### src/rtl/complex_pkg.sv
// Shared types and helpers for the complex frame accumulator: product slicing,
// sign extension and the accumulator FSM state encoding.
package complex_pkg;

    localparam int OP_W   = 32;
    localparam int IN_W   = 65;
    localparam int PROD_W = 2 * IN_W;
    // OP_W bits of headroom above a sample cover any practical FRAME_LEN growth.
    localparam int SEXT_W = IN_W + OP_W;

    typedef enum logic [1:0] {
        IDLE = 2'd0,
        ACC  = 2'd1,
        DONE = 2'd2
    } state_t;

    function automatic logic [IN_W-1:0] get_real(input logic [PROD_W-1:0] prod);
        return prod[PROD_W-1:IN_W];
    endfunction

    function automatic logic [IN_W-1:0] get_imag(input logic [PROD_W-1:0] prod);
        return prod[IN_W-1:0];
    endfunction

    function automatic logic [SEXT_W-1:0] sext(input logic [IN_W-1:0] x);
        return {{OP_W{x[IN_W-1]}}, x};
    endfunction

endpackage

### src/rtl/complex_add_lane.sv
// One accumulator lane: adds a sign-extended IN_W sample to an ACC_W running sum.
// The real and imaginary lanes are independent instances of this adder.
module complex_add_lane #(
    parameter int IN_W  = 65,
    parameter int ACC_W = 68
) (
    input  logic signed [ACC_W-1:0] acc_i,
    input  logic signed [IN_W-1:0]  sample_i,
    output logic signed [ACC_W-1:0] sum_o
);
    import complex_pkg::*;

    logic [SEXT_W-1:0] ext_s;

    assign ext_s = sext(sample_i);
    assign sum_o = acc_i + $signed(ext_s[ACC_W-1:0]);

endmodule

### src/rtl/complex_acc.sv
// Frame accumulator: sums FRAME_LEN accepted complex products, then presents the
// frame sum on a valid/ready handshake and holds it until taken or flushed.
module complex_acc #(
    parameter int FRAME_LEN = 8,
    parameter int IN_W      = 65,
    parameter int ACC_W     = IN_W + $clog2(FRAME_LEN)
) (
    input  logic                               clk,
    input  logic                               rst,
    input  logic                               in_valid,
    output logic                               in_ready,
    input  logic [2*IN_W-1:0]                  result,
    input  logic                               flush,
    output logic                               out_valid,
    input  logic                               out_ready,
    output logic signed [ACC_W-1:0]            out_real,
    output logic signed [ACC_W-1:0]            out_imag,
    output logic [$clog2(FRAME_LEN+1)-1:0]     frame_cnt
);
    import complex_pkg::*;

    localparam int              CNT_W    = $clog2(FRAME_LEN + 1);
    localparam logic [CNT_W-1:0] LAST_CNT = CNT_W'(FRAME_LEN - 1);

    state_t                  state_q, state_d;
    logic signed [ACC_W-1:0] acc_re_q, acc_re_d, acc_im_q, acc_im_d;
    logic signed [ACC_W-1:0] sum_re_s, sum_im_s;
    logic [CNT_W-1:0]        cnt_q, cnt_d;
    logic                    in_ready_q, in_ready_d;
    logic                    out_valid_q, out_valid_d;
    logic                    accept_s;

    // The accumulators are zero in IDLE, so the same adder also loads the first sample.
    complex_add_lane #(.IN_W(IN_W), .ACC_W(ACC_W)) u_lane_re (
        .acc_i    (acc_re_q),
        .sample_i (get_real(result)),
        .sum_o    (sum_re_s)
    );

    complex_add_lane #(.IN_W(IN_W), .ACC_W(ACC_W)) u_lane_im (
        .acc_i    (acc_im_q),
        .sample_i (get_imag(result)),
        .sum_o    (sum_im_s)
    );

    assign accept_s = in_valid && in_ready_q;

    // Next-state, accumulator, counter and handshake-output computation.
    always_comb begin
        state_d     = state_q;
        acc_re_d    = acc_re_q;
        acc_im_d    = acc_im_q;
        cnt_d       = cnt_q;
        in_ready_d  = in_ready_q;
        out_valid_d = out_valid_q;
        if (flush) begin
            state_d     = IDLE;
            acc_re_d    = {ACC_W{1'b0}};
            acc_im_d    = {ACC_W{1'b0}};
            cnt_d       = {CNT_W{1'b0}};
            in_ready_d  = 1'b1;
            out_valid_d = 1'b0;
        end else begin
            case (state_q)
                IDLE, ACC: begin
                    if (accept_s) begin
                        acc_re_d = sum_re_s;
                        acc_im_d = sum_im_s;
                        cnt_d    = cnt_q + CNT_W'(1);
                        if (cnt_q == LAST_CNT) begin
                            state_d     = DONE;
                            in_ready_d  = 1'b0;
                            out_valid_d = 1'b1;
                        end else begin
                            state_d = ACC;
                        end
                    end else begin
                        state_d = state_q;
                    end
                end
                DONE: begin
                    if (out_ready) begin
                        state_d     = IDLE;
                        acc_re_d    = {ACC_W{1'b0}};
                        acc_im_d    = {ACC_W{1'b0}};
                        cnt_d       = {CNT_W{1'b0}};
                        in_ready_d  = 1'b1;
                        out_valid_d = 1'b0;
                    end else begin
                        state_d = state_q;
                    end
                end
                default: begin
                    state_d     = IDLE;
                    acc_re_d    = {ACC_W{1'b0}};
                    acc_im_d    = {ACC_W{1'b0}};
                    cnt_d       = {CNT_W{1'b0}};
                    in_ready_d  = 1'b1;
                    out_valid_d = 1'b0;
                end
            endcase
        end
    end

    // FSM state, accumulators, counter and registered handshake outputs.
    always_ff @(posedge clk or posedge rst) begin
        if (rst) begin
            state_q     <= IDLE;
            acc_re_q    <= {ACC_W{1'b0}};
            acc_im_q    <= {ACC_W{1'b0}};
            cnt_q       <= {CNT_W{1'b0}};
            in_ready_q  <= 1'b1;
            out_valid_q <= 1'b0;
        end else begin
            state_q     <= state_d;
            acc_re_q    <= acc_re_d;
            acc_im_q    <= acc_im_d;
            cnt_q       <= cnt_d;
            in_ready_q  <= in_ready_d;
            out_valid_q <= out_valid_d;
        end
    end

    assign in_ready  = in_ready_q;
    assign out_valid = out_valid_q;
    assign out_real  = acc_re_q;
    assign out_imag  = acc_im_q;
    assign frame_cnt = cnt_q;

endmodule
### config.mk
export PLATFORM = sky130hd
export DESIGN_NAME = complex_acc
export DESIGN_NICKNAME = d
export VERILOG_FILES = /design/src/rtl/complex_pkg.sv /design/src/rtl/complex_add_lane.sv /design/src/rtl/complex_acc.sv
export SDC_FILE = /design/constraint.sdc
export NUM_CORES = 1
export LEC_CHECK = 0
export CORE_ASPECT_RATIO = 0.5
export CORE_MARGIN = 2
export CORE_UTILIZATION = 53
export CTS_CLUSTER_DIAMETER = 60
export DETAILED_ROUTE_END_ITERATION = 12
export PLACE_DENSITY = 0.89
export SYNTH_ARGS = -nofsm -noshare
export SYNTH_HDL_FRONTEND = slang
export SYNTH_SLANG_ARGS = --single-unit
### constraint.sdc
create_clock -name clk -period 5.3 [get_ports clk]
set_input_delay 0.795 -clock clk [delete_from_list [all_inputs] [get_ports clk]]
set_output_delay 0.795 -clock clk [all_outputs]
set_load 0.1 [all_outputs]
# After elaboration in Yosys (flattened, before gate mapping)
# Cells that the tools add are included.
dict set report op_classes {
  n_addsub 3
  n_eq_ne 6
  n_mux 26
  n_reduce_logical 5
}
# cell n
set ops {}
lappend ops {{2-to-1 mux 68 bit} 5}
lappend ops {{one-hot mux 68 bit (2 select lines)} 2}
lappend ops {{adder 68 x 65 -> 68 bit} 2}
lappend ops {{2-to-1 mux 4 bit} 3}
lappend ops {{inequality test 3 bit (second input constant)} 3}
lappend ops {{2-to-1 mux 1 bit} 8}
lappend ops {{2-to-1 mux 2 bit} 4}
lappend ops {{one-hot mux 4 bit (2 select lines)} 1}
lappend ops {{adder 4 x 1 -> 4 bit (second input constant)} 1}
lappend ops {{== test 4 x 3 -> 1 bit (second input constant)} 1}
lappend ops {{one-hot mux 1 bit (2 select lines)} 2}
lappend ops {{one-hot mux 2 bit (2 select lines)} 1}
lappend ops {{AND reduction 3 bit} 1}
lappend ops {{== test 2 x 1 -> 1 bit (second input constant)} 1}
lappend ops {{== test 2 bit (second input constant)} 1}
lappend ops {{logical NOT 2 bit} 1}
lappend ops {{AND reduction 2 bit} 1}
lappend ops {{OR reduction 2 bit} 1}
lappend ops {{logical AND 1 bit} 1}
dict set report totals {
  register_bits 144
  inputBits 135
  output_inout_bits 142
}

# Logic depth before layout (Yosys ltp)
# Gate-level depths: netlist (run 1).
dict set report depth {
  word_depth 5
  mapped_depth 13
  mapped_depth_nobuf 13
}

# Cells and area by module
# A second synthesis (run 1) with hierarchy kept.
dict set report hier_totals {
  hier_cells 1569
  area_unflattened_um2 13553.0
}
# mod instances cells_per_inst area_per_inst_um2 seq_area_each_um2
set modules_own_cells {}
lappend modules_own_cells {complex_acc 1 341 5326.4 3604.7}
lappend modules_own_cells {{complex_add_lane at u_lane_im} 1 642 4252.8 0.0}
lappend modules_own_cells {{complex_add_lane at u_lane_re} 1 586 3973.8 0.0}

# Least setup slack after synthesis (run 1)
# OpenSTA, ideal clock, no wires.
dict set report synth_path {
  path_type {flip-flop to flip-flop}
  start {reg acc_im_q[52], in the netlist out_imag[52]}
  end {reg acc_im_q[67], in the netlist out_imag[67]}
  setup_time_ns 0.087
  arrival_ns 3.781
  required_time_ns 5.213
  slack_ns 1.433
  stages_incl_launch_ff 14
  n_path_buf 1
  synth_period_minus_slack_ns 3.867
  cell_sequence {dfrtp_1 ha_1 clkbuf_1 a21o_1 a21o_1 a21o_1 a21o_1 a21oi_1 o21ai_1 a221o_1 a221o_1 a221oi_1 mux2_1 nor3_1}
}
dict set report synth_between {
  elab_chain_len 4
}
# item line_no
set synth_lines {}
lappend synth_lines {{start, declared} complex_acc.sv:26} ;# logic signed [ACC_W-1:0] acc_re_q, acc_re_d, acc_im_q, acc_im_d;
lappend synth_lines {{start signal, assigned} complex_acc.sv:110} ;# acc_im_q <= {ACC_W{1'b0}};
lappend synth_lines {{start signal, assigned} complex_acc.sv:117} ;# acc_im_q <= acc_im_d;
lappend synth_lines {{adder 68 x 65 -> 68 bit} complex_add_lane.sv:16} ;# assign sum_o = acc_i + $signed(ext_s[ACC_W-1:0]);
lappend synth_lines {{2-to-1 mux 68 bit} complex_acc.sv:66} ;# if (accept_s) begin
lappend synth_lines {{one-hot mux 68 bit (2 select lines)} complex_acc.sv:64} ;# case (state_q)
lappend synth_lines {{2-to-1 mux 68 bit} complex_acc.sv:56} ;# if (flush) begin
# Every way passes these cells. The select of a mux whose other input is x is not followed.
# A chain may end at the register's enable or synchronous reset.

# Worst setup path in the final report (run 1)
dict set report layout_path {
  start {in result[0]}
  end {reg acc_im_q[56], in the netlist out_imag[56]}
}
dict set report layout_between {
  elab_chain_len 4
}
# item line_no
set layout_lines {}
lappend layout_lines {{start, declared} complex_acc.sv:12} ;# input logic [2*IN_W-1:0] result,
lappend layout_lines {{adder 68 x 65 -> 68 bit} complex_add_lane.sv:16}
lappend layout_lines {{2-to-1 mux 68 bit} complex_acc.sv:66}
lappend layout_lines {{one-hot mux 68 bit (2 select lines)} complex_acc.sv:64}
lappend layout_lines {{2-to-1 mux 68 bit} complex_acc.sv:56}
# Every way passes these cells. The select of a mux whose other input is x is not followed.

==> results of run 1 <==
-- worst min-delay path, stage by stage, from the launching register on --
cell     delay [ps]
dfrtp_1         360
nand2_1          50
o21ai_0          60
-- Yosys cell counts (all sizes together), types with 7 or more instances --
| library cell | instances |
|---|---|
| and3 | 12 |
| xor2 | 52 |
| a211oi | 12 |
| o21ai | 211 |
| nand4 | 32 |
| or3 | 10 |
| inv | 44 |
| nand3 | 35 |
| ha | 135 |
| nor2b | 10 |
| a31oi | 17 |
| o21bai | 23 |
| xnor2 | 72 |
| dfrtp | 143 |
| a21o | 54 |
| or2 | 7 |
| nand2 | 217 |
| nor3 | 24 |
| nor2 | 76 |
| o31ai | 8 |
| and2 | 8 |
| nand2b | 9 |
| o21a | 10 |
| a21oi | 154 |
| clkbuf | 65 |
| a22o | 21 |
| o211ai | 13 |
-- worst max-delay path by stage --
stage	cells past startpoint	start	slack (ps)	end
after CTS	14	result[0]	1190	out_imag[56]
after floorplan	1	rst	640	frame_cnt[0]
final	14	result[0]	1130	out_imag[56]
after detailed placement	14	result[0]	740	out_imag[56]
after global placement	14	result[0]	810	out_imag[56]
after global routing	14	result[0]	930	out_imag[56]
-- logic make-up after synthesis --
| kind of cell | share of synthesized area [%] |
|---|---|
| AOI/OAI and AO/OA | 29.2 |
| xor gates and xnor gates | 8.55 |
| adders and majority gates | 13.6 |
| buffers and inverters | 3.47 |
| DFF | 28.4 |
| muxes | 0.0887 |
| and+or+nand+nor | 16.7 |
-- power groups by stage --
| stage | clock (W) | sequential [W] | combinational, W |
|---|---|---|---|
| 3_3_place_gp | 0 | 0.00147 | 0.00382 |
| 6_report | 0.00115 | 0.00146 | 0.00392 |
| 3_5_place_dp | 0 | 0.00147 | 0.00385 |
| 2_1_floorplan | 0 | 0.00273 | 0.00166 |
| 5_1_grt | 0.00121 | 0.00148 | 0.00416 |
| 4_1_cts | 0.00116 | 0.00146 | 0.00388 |
-- area by class of cell --
| type | instances | area [um2] |
|---|---|---|
| Tap cell | 307 | 384 |
| Antenna cell | 4 | 10.0 |
| Inverter | 44 | 170 |
| Clock buffer | 31 | 528 |
| Fill cell | 1816 | 6980 |
| Timing Repair Buffer | 284 | 2820 |
| Multi-Input combinational cell | 1310 | 8680 |
| Clock inverter | 1 | 5.00 |
| Sequential cell | 144 | 3600 |
-- per-layer routing --
layer | vias up | track usage, %
li1 | 6232 | -
met2 | 482 | 50.2
met5 | - | 0
met3 | 96 | 4.25
met1 | 6077 | 40.3
met4 | 0 | 13.8
-- metrics by stage --
stage               hold slack (ps)  setup slack (ps)  cells
floorplan                       489               640   1569
global placement                492               811   2089
detailed placement              497               738   2089
CTS                             510              1190   2121
global route                    536               926   2125
finish                          508              1130   2125
-- state kept, by name, summed over array words and instances (netlist names) --
register   flops
frame_cnt      4
in_ready       1
out_imag      68
out_real      68
out_valid      1
state_q        2
==> flow_metrics.tcl, run 1 <==
set metrics [dict create \
    leakagePower_nw 7.15 \
    highest_layer "met4" \
    drc_errors 0 \
    antenna_left 0 \
    yosysTopAreaCell "dfrtp_1" \
    end_kind "flop" \
    crit_arrival_ps 4470 \
    pwr-share-comb_pct 60.1 \
    critPathMaxFanout 4 \
    met1_length_um 17600 \
    finalWirelength_um 38700 \
    track_usage_pct 30.5 \
    wl_per_cell_um 18.2 \
    grt_pass1_wl_um 62400 \
    first_pass_iters 5 \
    rsz0062_at_grt "false" \
    synth_cell_types 81 \
    cts_resized 0 \
    worst_pin_slew_ps 1060 \
    final_cell_mix "clkdlybuf4s50_1 (276), nand2_1 (217), o21ai_0 (199)" \
    dpl-instance-area_mm2 0.0157 \
    hp-class "reg2reg" \
    synth_sequential_area_ratio_pct 28.4 \
    reg2reg_from "out_imag[0]" \
    place_congestion 0.951 \
    die_h_um 113 \
    start_util_pct 54.8 \
    syn_area_mm2 0.0127 \
    nets 2073 \
    grt_max_degree 84 \
    intPower_w 0.00316 \
    rows 39 \
    r2r_setup_slack_ps 1530 \
    yosys_warnings 0 \
    hold_depth 2 \
    viasPerCell 6.06 \
    finalMaxSlewViolations 0 \
    grt_pass1_vias 12200 \
    fin_crit_ps 4170 \
    synth_top_area_share_pct 28.2 \
    clockRootBuffer "clkbuf_16" \
    post_synth.cell_area_avg_um2 8.09 \
    layout-drive-gt1-share_pct 3.69 \
    critPathLaunchType "input port" \
    mostFrequentLayoutCell "clkdlybuf4s50_1" \
    route.met3.wl_um 1720 \
    coreArea_mm2 0.0232 \
    drt_iter0_markers 1120 \
    power_switching_share_pct 51.6 \
    dieWidth_um 223 \
    worst_clock_skew_ps 6.68 \
    die_area_mm2 0.0253 \
    path_clk_slew_ps 60 \
    crit_required_ps 5600 \
    cts_setup_buffers 0 \
    p_per_area_mw_per_mm2 403 \
    synth_nets 1841 \
    min_from "out_imag[49]" \
    area_delta_synth_final_pct 27.6 \
    hold_viol_final 0 \
    numCtsBuffers 17 \
    power_w 0.00652 \
    clockBufferDepth 2 \
    max_freq_mhz 240 \
    crit_buf_inv 1 \
    crit_chain "clkdlybuf4s50_1 -> ha_1 -> fa_1 -> a211oi_1 -> o211ai_1 -> a221oi_2 -> nor4b_4 -> o21a_1 -> o21ai_2 -> o31ai_4 -> a41o_2 -> a21boi_1 -> xor2_1 -> o21ai_0" \
    ir_drop_v 0.000213 \
    outcome "complete, no violations" \
    seqPwrFrac_pct 22.4 \
    path_class "in2reg" \
    port_buffers 276 \
    synth_flop_cell "dfrtp_1" \
    cts.sink_count 144 \
    critPathTopFamily "compound AO/OA/AOI/OAI gates" \
    hold_end "out_imag[49]" \
    dp_hpwl_um 29000 \
    relSlewSlack_pct 29.2 \
    ctsHtreeMaxLevel 4 \
    num_vias 12900 \
    p_clk_share_pct 17.6 \
    final_core_util_pct 69.9 \
    synth_edf_count 0 \
    setup_viol 0 \
    ys_ff_latch 144 \
    overflow 0 \
    fin_tns_setup_ps 0 \
    reg2reg_depth 13 \
    antenna_found_initial 4 \
    synthArstFlopShare_pct 100 \
    cts_tree "built" \
    maxCapViolations 0 \
    critical_path.max_stage_delay_ps 510 \
    cts_hold_buf 0 \
    boundaryPins 277 \
    syn_inst 1569 \
    slowest_stage "a221oi_2" \
    routed-wl-met2_um 17900 \
    worstReg2RegEnd "out_imag[56]" \
    min_period_over_period_pct 78.8 \
    clk_latency_ps 450 \
    yosys-top-cells-area "dfrtp_1 (28%), ha_1 (13%), o21ai_0 (7.8%)" \
    post-route-cell-area_mm2 0.0162 \
    netSwitchingPower_w 0.00337 \
]
Note: power is estimated with default switching activity, not from simulation.
==> run 2: changes to the inputs <==
==> constraint.sdc (replaced) <==
create_clock -name clk -period 3.99 [get_ports clk]
set_input_delay 0.5985 -clock clk [delete_from_list [all_inputs] [get_ports clk]]
set_output_delay 0.5985 -clock clk [all_outputs]
set_load 0.1 [all_outputs]
==> run 2 against run 1 <==
Net effect: non-clock buffer count rose by 61; clock skew rose by 2.2 ps; sequential power rose by 33%; clock power rose by 59%; global-route usage rose by 1.5 points; register-to-register slack got worse by 1100 ps; final area rose by 3.7%; sequential share of layout area fell by 0.80 points; combinational power rose by 39%; routed wire length rose by 5.1%; critical endpoint unchanged; largest cell class unchanged; highest routed layer unchanged.
==> flow_metrics.tcl, run 2 (synthesis gave the netlist of run 1 again) <==
set metrics [dict create \
    crit_buf_inv 2 \
    place_congestion 0.950 \
    nets 2134 \
    clockBufferDepth 2 \
    path_clk_slew_ps 60 \
    p_per_area_mw_per_mm2 547 \
    grt_max_degree 79 \
    setup_viol 0 \
    crit_chain "clkdlybuf4s50_1 -> ha_1 -> fa_1 -> a211oi_2 -> o211ai_1 -> a221oi_2 -> buf_4 -> nor4b_4 -> o21a_1 -> o21ai_2 -> o31ai_4 -> a41o_2 -> a21boi_1 -> xor2_1 -> o21ai_0" \
    wl_per_cell_um 18.6 \
    min_period_over_period_pct 93.0 \
    holdWs_ps 515 \
    relSlewSlack_pct 28.7 \
    area_delta_synth_final_pct 32.3 \
    drt_iter0_markers 1355 \
    worst_clock_skew_ps 8.88 \
    clockRootBuffer "clkbuf_16" \
    fin_crit_ps 3710 \
    crit_arrival_ps 4010 \
    grt_pass1_vias 13300 \
    first_pass_iters 5 \
    rows 39 \
    overflow 0 \
    path_class "in2reg" \
    placedCellCount 2150 \
    leakagePower_nw 7.50 \
    track_usage_pct 32.0 \
    numCtsBuffers 17 \
    critPathTopFamily "compound AO/OA/AOI/OAI gates" \
    antenna_found_initial 3 \
    end_kind "flop" \
    die_h_um 113 \
    slowest_stage "clkdlybuf4s50_1" \
    viasPerCell 6.18 \
    antenna_left 0 \
    die_area_mm2 0.0253 \
    finalMaxSlewViolations 0 \
    cts_setup_buffers 0 \
    dieWidth_um 223 \
    hold_viol_final 0 \
    worst_pin_slew_ps 1070 \
    start_util_pct 54.8 \
    critPathLaunchType "input port" \
    rsz0062_at_grt "false" \
    coreArea_mm2 0.0232 \
    cts.sink_count 144 \
    drc_errors 0 \
    outcome "complete, no violations" \
    maxCapViolations 0 \
    dp_hpwl_um 30300 \
    clk_latency_ps 460 \
    crit_required_ps 4280 \
    layout-drive-gt1-share_pct 7.20 \
    critPathMaxFanout 4 \
    max_freq_mhz 269 \
    grt_pass1_wl_um 66000 \
    port_buffers 276 \
    num_vias 13500 \
    final_cell_mix "clkdlybuf4s50_1 (276), nand2_1 (217), o21ai_0 (199)" \
    critical_path.max_stage_delay_ps 420 \
    hp-class "reg2reg" \
    ctsHtreeMaxLevel 4 \
    stdcell_count 2186 \
    boundaryPins 277 \
    cts_tree "built" \
    finalWirelength_um 40600 \
    mostFrequentLayoutCell "clkdlybuf4s50_1" \
    ir_drop_v 0.000359 \
]
run 2: cell types whose count changed in the layout (fill, tap and decap cells not counted), sizes merged:
cell      previous run  this run
buf                  8        69
bufinv               0         5
clkbuf              31        22
clkinv               1         3
clkinvlp             0         3
inv                 44        43
run 2: final timing paths:
check / from / end / slack (ps) / cells after the start
max in group asynchronous: rst / out_real[28] / 2430 / 3
worst max-delay path: result[0] / out_imag[56] / 280 / 15
min in group asynchronous: rst / out_imag[18] / 650 / 2
worst min-delay path: out_imag[22] / out_imag[22] / 510 / 2
worst max register to register: out_real[0] / out_real[48] / 450 / 13
worst min register to register: out_imag[22] / out_imag[22] / 510 / 2
run 2: layout make-up:
cell class,count,area [um2]
multi-input combinational,1310,8680
fill,1747,6370
sequential,144,3600
timing repair buffer,345,3310
clock buffer,22,464
tap,307,384
clock inverter,10,184
inverter,44,169
antenna,4,10.0
run 2: metrics by stage:
stage	total power, W	area, um2	util [%]	setup TNS, ps	setup slack [ps]
global placement	0.00719	16100	69.6	-361	-91.0
CTS	0.00914	16800	72.4	0	224
floorplan	0.00584	12700	-	0	123
finish	0.00920	16800	72.5	0	278
global route	0.00964	16800	72.5	0	75.8
detailed placement	0.00726	16100	69.6	-1410	-193
run 2: power by group:
group          leakage, nW  internal (W)  switching (W)
clock network        0.310       0.00114       0.000687
logic                 5.28       0.00175        0.00367
registers             1.91       0.00170       0.000246
total                 7.50       0.00459        0.00461
run 2: per-layer routing:
metal	global-route usage (%)	vias up	routed length (um)
met1	40.2	6452	17300
met3	5.18	123	2380
li1	-	6344	-
met5	0	-	0
met4	15.8	0	1560
met2	54.2	588	19400
run 2: timing repair:
item	in CTS	in global routing
endpoints found under the setup margin	0	1
resized for setup	0	1
hold buffers	0	0
run 2: worst reg2reg max path: stages (launching register included):
cell and delay (ps):
dfrtp_1 400, ha_1 240, fa_1 390, a211oi_1 300, o211a_1 260, nor4bb_1 80
o211ai_1 300, a211oi_2 150, nand3b_1 210, a21boi_1 270, o21ai_0 210, a221o_1 370
xnor2_1 150, o21ai_1 70
==> run 3: changes to the inputs <==
--- a/config.mk
+++ b/config.mk
@@ -11,6 +11,7 @@
 export CTS_CLUSTER_DIAMETER = 60
 export DETAILED_ROUTE_END_ITERATION = 12
 export PLACE_DENSITY = 0.89
+export SETUP_SLACK_MARGIN = 0.02
 export SYNTH_ARGS = -nofsm -noshare
 export SYNTH_HDL_FRONTEND = slang
 export SYNTH_SLANG_ARGS = --single-unit
==> results of run 3 <==
The final DEF is identical to that of run 2; final timing and power are the same.
